**src/rtl/npu_config_sequencer.sv**
```systemverilog
// npu_config_sequencer
// Pops 26-bit words from a first-word-fall-through config FIFO and turns each
// into one registered, addressed write to an NPU configuration target. Every
// target has its own auto-incrementing address counter. Select 8 is illegal
// and is dropped. Select 15 clears all counters and holds the NPU in reset
// for RST_CYCLES cycles.
module npu_config_sequencer #(
    parameter int ADDR_W     = 8,
    parameter int RST_CYCLES = 4
) (
    input  logic              CLK,
    input  logic              RST,
    input  logic              cfg_enable,
    input  logic              npu_busy,
    input  logic              cfg_fifo_empty,
    input  logic [25:0]       cfg_fifo_dout,
    output logic              cfg_fifo_rd_en,
    output logic              wr_en,
    output logic [3:0]        wr_sel,
    output logic [ADDR_W-1:0] wr_addr,
    output logic [15:0]       wr_data,
    output logic              npu_rst,
    output logic              err_illegal,
    output logic              addr_wrap,
    output logic              seq_idle
);

    localparam int          HC_W      = (RST_CYCLES > 1) ? $clog2(RST_CYCLES) : 1;
    localparam logic [HC_W-1:0] HC_LAST = HC_W'(RST_CYCLES - 1);
    localparam logic [3:0]  SEL_ILLEGAL = 4'd8;
    localparam logic [3:0]  SEL_NPURST  = 4'd15;

    typedef enum logic {
        ST_RUN  = 1'b0,
        ST_HOLD = 1'b1
    } state_t;

    state_t             r_state;
    state_t             w_state_next;
    logic [HC_W-1:0]    r_hold_cnt;
    logic [ADDR_W-1:0]  r_cnt [0:15];
    logic               r_wr_en;
    logic [3:0]         r_wr_sel;
    logic [ADDR_W-1:0]  r_wr_addr;
    logic [15:0]        r_wr_data;
    logic               r_err_illegal;
    logic               r_addr_wrap;

    logic               w_pop;
    logic [3:0]         w_sel;
    logic               w_is_write;
    logic               w_unused_reserved;

    // Reserved bits [21:16] carry no meaning for the sequencer.
    assign w_unused_reserved = ^cfg_fifo_dout[21:16];

    assign w_sel      = cfg_fifo_dout[25:22];
    assign w_is_write = (w_sel != SEL_ILLEGAL) && (w_sel != SEL_NPURST);

    // Pop only in RUN; RST gating keeps a word from being lost during reset.
    assign w_pop = (r_state == ST_RUN) & cfg_enable & ~npu_busy & ~cfg_fifo_empty & ~RST;

    assign cfg_fifo_rd_en = w_pop;
    assign wr_en          = r_wr_en;
    assign wr_sel         = r_wr_sel;
    assign wr_addr        = r_wr_addr;
    assign wr_data        = r_wr_data;
    assign err_illegal    = r_err_illegal;
    assign addr_wrap      = r_addr_wrap;
    assign npu_rst        = RST | (r_state == ST_HOLD);
    assign seq_idle       = (r_state == ST_RUN) & cfg_fifo_empty & ~r_wr_en & ~RST;

    // State register.
    always_ff @(posedge CLK) begin
        if (RST) begin
            r_state <= ST_RUN;
        end else begin
            r_state <= w_state_next;
        end
    end

    // Next-state: a popped select-15 enters HOLD; HOLD lasts RST_CYCLES cycles.
    always_comb begin
        w_state_next = r_state;
        case (r_state)
            ST_RUN: begin
                if (w_pop && (w_sel == SEL_NPURST)) begin
                    w_state_next = ST_HOLD;
                end else begin
                    w_state_next = ST_RUN;
                end
            end
            ST_HOLD: begin
                if (r_hold_cnt == HC_LAST) begin
                    w_state_next = ST_RUN;
                end else begin
                    w_state_next = ST_HOLD;
                end
            end
            default: begin
                w_state_next = ST_RUN;
            end
        endcase
    end

    // Counts cycles spent in HOLD; sits at zero while running.
    always_ff @(posedge CLK) begin
        if (RST) begin
            r_hold_cnt <= '0;
        end else if (r_state == ST_HOLD) begin
            r_hold_cnt <= r_hold_cnt + HC_W'(1);
        end else begin
            r_hold_cnt <= '0;
        end
    end

    // Write datapath, per-target address counters and sticky flags.
    always_ff @(posedge CLK) begin
        if (RST) begin
            r_wr_en       <= 1'b0;
            r_wr_sel      <= 4'd0;
            r_wr_addr     <= '0;
            r_wr_data     <= 16'd0;
            r_err_illegal <= 1'b0;
            r_addr_wrap   <= 1'b0;
            for (int i = 0; i < 16; i++) begin
                r_cnt[i] <= '0;
            end
        end else begin
            r_wr_en <= 1'b0;
            if (w_pop) begin
                if (w_is_write) begin
                    r_wr_en       <= 1'b1;
                    r_wr_sel      <= w_sel;
                    r_wr_addr     <= r_cnt[w_sel];
                    r_wr_data     <= cfg_fifo_dout[15:0];
                    r_cnt[w_sel]  <= r_cnt[w_sel] + ADDR_W'(1);
                    if (&r_cnt[w_sel]) begin
                        r_addr_wrap <= 1'b1;
                    end
                end else if (w_sel == SEL_ILLEGAL) begin
                    r_err_illegal <= 1'b1;
                end else begin
                    // NPU reset word: every target starts again at address 0.
                    for (int i = 0; i < 16; i++) begin
                        r_cnt[i] <= '0;
                    end
                end
            end
        end
    end

endmodule

```
**config.mk**
```make
export PLATFORM = sky130hd
export DESIGN_NAME = npu_config_sequencer
export DESIGN_NICKNAME = d
export VERILOG_FILES = /design/src/rtl/npu_config_sequencer.sv
export SDC_FILE = /design/constraint.sdc
export NUM_CORES = 1
export LEC_CHECK = 0
export BUFFER_PORTS_ARGS = -buffer_cell sky130_fd_sc_hd__buf_2
export CELL_PAD_IN_SITES_DETAIL_PLACEMENT = 1
export CELL_PAD_IN_SITES_GLOBAL_PLACEMENT = 2
export CORE_ASPECT_RATIO = 0.7
export CORE_MARGIN = 5
export CORE_UTILIZATION = 37
export DETAILED_ROUTE_END_ITERATION = 8
export PLACE_DENSITY_LB_ADDON = 0.1
export SYNTH_ARGS = -nofsm -noshare
export SYNTH_HDL_FRONTEND = slang
export SYNTH_SLANG_ARGS = --single-unit
```
**constraint.sdc**
```tcl
create_clock -name CLK -period 2.8 [get_ports CLK]
set_input_delay 0.14 -clock CLK [delete_from_list [all_inputs] [get_ports CLK]]
set_output_delay 0.14 -clock CLK [all_outputs]
set_load 0.1 [all_outputs]
```
# --- Word level (Yosys, flattened, before mapping) ---
# Memory sizes are Yosys's and may differ from the RTL's.
# Index checks and enable logic that the tools add are counted.
totals:
  ram_bits: 128
  input_bits: 31
  memories: 1
  ff_bits: 34
op_classes:
  n_eq_ne: 5
  bitwise: 30
  mux: 33
  reduce_logical: 7
  n_addsub: 2
mem_list:
  columns: ["name", "words", "width", "read_ports", "rd_clocked_by_memory_dff", "wr", "line", "text"]
  rows:
  - ["r_cnt", 16, 8, 1, 0, 16, "41", "logic [ADDR_W-1:0] r_cnt [0:15];"]
ops:
  columns: ["operator", "n"]
  rows:
  - ["two-way mux 8 bit", 17]
  - ["bitwise OR 1 bit", 17]
  - ["two-way mux 1 bit", 14]
  - ["AND reduction 10 bit", 1]
  - ["adder 8 x 1 -> 8 bit, second input constant", 1]
  - ["== test 4 bit, second input constant", 2]
  - ["!= test 4 bit, second input constant", 2]
  - ["OR reduction 8 bit", 1]
  - ["AND 1 bit", 7]
  - ["inverter 1 bit", 6]
  - ["two-way mux 4 bit", 1]
  - ["AND reduction 3 bit", 1]
  - ["adder 2 x 1 -> 2 bit, second input constant", 1]
  - ["== test 2 bit, second input constant", 1]
  - ["logical AND 1 bit", 2]
  - ["case mux 1 bit (2 select lines)", 1]
  - ["AND reduction 2 bit", 1]
  - ["OR reduction 2 bit", 1]

# --- Logic depth before layout (Yosys ltp) ---
depth:
  word_depth: 10
  ltp_mapped: 13
  ltp_nobuf: 8

# --- Worst setup path after synthesis ---
# OpenSTA, ideal clock, no wires.
synth_timing:
  path_kind: "input to output"
  start: "input RST"
  end: "output seq_idle"
  path_stages: 3
  required_time_ps: 2660
  slack_ps: -475
  arrival_ps: 3135
  path_cell_list: "clkbuf_1 or2_2 nor3b_1"
synth_between:
  elab_chain_len: 2
synth_rtl:
  columns: ["element", "line", "text"]
  rows:
  - ["start, declared", "12", "input logic RST,"]
  - ["inverter 1 bit", "71", "assign seq_idle = (r_state == ST_RUN) & cfg_fifo_empty & ~r_wr_en & ~RST;"]
  - ["AND 1 bit", "71", null]
  - ["end, declared", "25", "output logic seq_idle"]
# Every way passes these cells.

==> summary.md <==
| Metric | Value |
|---|---|
| Worst path slowest cell | `mux4_2` |
| ANT cells | `0` |
| Peak VDD IR | `0.000249 V` |
| Post-DP HPWL | `13400 µm` |
| Setup crit start kind | `flip-flop` |
| Mapped Area | `0.00696 mm²` |
| Number of flops mapped to enable cells by yosys | `128` |
| Site Rows | `42` |
| Layout cells sized above 1 | `0.291` |
| Clock Latency Late Sink | `0.43 ns` |
| Tightest Hold Check Type | `in -> reg` |
| Initial Utilization | `0.372` |
| Worst Skew | `0.0105 ns` |
| Max Fclk | `384 MHz` |
| Vias in the first global route | `5024` |
| Clock Sinks | `162` |
| Overall Global Routing Usage | `0.185` |
| Chip height | `125 µm` |
| Final setup viols | `0` |
| Post-synth cell types | `49` |
| Clock period minus worst slack | `2.61 ns` |
| Clock Power Share | `0.402` |
| Simple-gate share of the synthesized area | `0.120` |
| Final net count | `691` |
| Number of I/O pins | `65` |
| Clock tree root buffer cell | `clkbuf_16` |
| Xor and xnor area share after synthesis | `0.00503` |
| DIE AREA | `0.0217 mm²` |
| DR vias | `4714` |
| Initial antenna violation count | `0` |
| Avg Vias per Cell | `5.16` |
| Synthesis-to-finish area growth | `23.9%` |
| Synth Instances | `524` |
| Count of pins over their slew limit | `0` |
| Power Internal | `4.14 mW` |
| CTS tree | `built` |
| Mux contribution to synthesized area | `0.108` |
| Largest family of logic cells by synthesized area | `simple AND/OR/NAND/NOR gates` |
| DRT Pass-1 Iters | `4` |
| Worst-path cell chain | `mux4_2, a22oi_1, nand2_2, ha_1, a21boi_0, nand4_1, xnor2_1, buf_4, nor2_1` |
| Sequential area share after synthesis | `0.650` |
| NetSw | `1.44 mW` |
| Largest net degree at the start of global routing | `37` |
| Max FO, Critical Path | `7` |
| Register share of total power | `0.485` |
| Combinational Power Share | `0.113` |
| Cts bufs inserted | `17` |
| Initial DRC count | `313` |
| Ys async rst share | `0` |
| Core ar. | `0.0187 mm²` |
| Slew HR | `0.652` |
| Htree depth | `4` |
| CTS max path bufs | `2` |
| Fillcell total | `1964` |
| Tightest Pin Transition | `0.523 ns` |
| MaxCap Viol Count | `0` |
| Setup bufs post-CTS | `0` |
| DRC viols | `0` |
| Leading area contributor after synthesis | `edfxtp_1` |
| Yosys warns | `0` |
| Worst Hold Slack | `0.116 ns` |
| Compound-Gate Fraction of Synth Area | `0.0759` |
| Leakage | `3.31 nW` |
| Final Cycle Share | `0.931` |
| Avg Inst Size Synth | `13.3 µm²` |
| Final instance area | `0.00862 mm²` |
| Critical Path Max Stage Delay | `0.49 ns` |
| Placed Area | `0.00790 mm²` |
| Crit end category | `flip-flop` |
| WP data arrival | `2.79 ns` |
| Setup_tns | `0 ns` |
| Drt total wl | `19400 µm` |
| Ranking of synthesized cells by area | `edfxtp_1 (55%), dfxtp_1 (9.8%), mux4_2 (7.4%)` |
| Switching Fraction | `0.258` |
| Total congestion overflow | `0` |
| Pwr/cell area | `646 mW/mm²` |
| Clock transition at path regs | `0.07 ns` |
| Commonest non-fill, non-tap cell in the layout | `edfxtp_1` |
| Post-Synth Adder-Cell Area | `0.00360` |
| DR WL/cell | `21.3 µm` |
| Synth Register Bits | `162` |
| Final ANT Viol Nets | `0` |
| Unrepaired setup endpoints after global routing | `no` |
| GPL Wtd Cong | `0.747` |
| Port Buffers | `58` |
| Status | `finished, final reports clean` |
| Main synth FF type | `edfxtp_1` |
| Worst Path Required | `2.99 ns` |
| Final Power | `5.57 mW` |
| Setup CP Type | `reg -> reg` |
| Most frequent cells in the layout | `edfxtp_1 (128), nor2_1 (98), nand2_1 (67)` |
| Die width | `174 µm` |
| Global-route wire length before repair | `30300 µm` |
| Endpoints failing hold | `0` |
| Top cell type's share of synthesized area | `0.552` |
## layer usage
layer	global-route usage	up-vias	part of all wire
met1	0.253	2425	0.45
met2	0.304	89	0.49
li1	-	2190	-
met4	0.0377	0	0.0081
met3	0.0446	10	0.056
met5	0	-	0
## power groups by stage
| stage | Clock, mW | Sequential (mW) | Combinational (mW) |
|---|---|---|---|
| final | 2.24 | 2.70 | 0.632 |
| after global routing | 2.38 | 2.71 | 0.679 |
| after CTS | 2.29 | 2.70 | 0.638 |
| after floorplan | 0 | 2.81 | 0.310 |
| after detailed placement | 0 | 2.76 | 0.619 |
| after global placement | 0 | 2.75 | 0.610 |
## synth_stat cells, drive strengths merged (4+ instances only)
cell	instances
nand2	69
inv	5
o221a	4
nor2	98
nand4	5
dfxtp	34
buf	23
nand3	10
a21oi	54
mux4	32
edfxtp	128
clkbuf	13
a22oi	14
## layout make-up
class	count	area, µm²	area share
clock inverters	15	135	0.0157
multi-input cells	335	2250	0.260
repair buffers	136	966	0.112
well taps	242	303	0.0351
flip-flops and latches	162	4520	0.525
clock buffers	17	425	0.0493
inverters	6	22.5	0.00261
## logic make-up (layout without fill, tap and decap cells)
family,count (synthesis),after routing
fa+ha+maj,2,2
compound gates,81,81
other cells,1,16
flops,162,162
mux,32,32
simple gates,200,200
buf+inv,42,174
xor+xnor,4,4
## sequential cells by signal (all words and copies together), names as in the netlist
register / flops
r_state: 1
r_hold_cnt: 2
addr_wrap: 1
err_illegal: 1
r_cnt: 128
wr_addr: 8
wr_data: 16
wr_sel: 4
wr_en: 1
## timing repair
item / in CTS / in global routing
gates resized for setup: 0 / 0
hold endpoints to repair: 16 / 0
hold buffers: 16 / 0
## worst max-delay path, delay by kind of cell (launching register included)
kind	cells	cell delay (ns)
buffers and inverters	1	0.24
adders and majority gates	1	0.26
DFF	1	0.36
AOI/OAI and AO/OA	2	0.52
muxes	1	0.49
xor gates and xnor gates	1	0.23
and+or+nand+nor	3	0.26
## worst paths after layout
path	startpoint	to	slack [ns]	cells past startpoint
max reg2reg	r_cnt[7][0]	r_cnt[0][6]	0.19	9
min reg2reg	r_hold_cnt[0]	r_hold_cnt[0]	0.45	1
min	cfg_fifo_dout[25]	wr_sel[3]	0.12	2
max	r_cnt[7][0]	r_cnt[0][6]	0.19	9
## metrics by stage
| stage | utilization | std cells | worst slack [ns] |
|---|---|---|---|
| CTS | 0.461 | 913 | 0.250 |
| global route | 0.461 | 913 | 0.101 |
| detailed placement | 0.422 | 865 | 0.0172 |
| global placement | 0.422 | 865 | 0.0204 |
| floorplan | - | 539 | 0.00983 |
| finish | 0.461 | 913 | 0.193 |
No activity file was read; power rests on OpenSTA's default activity.
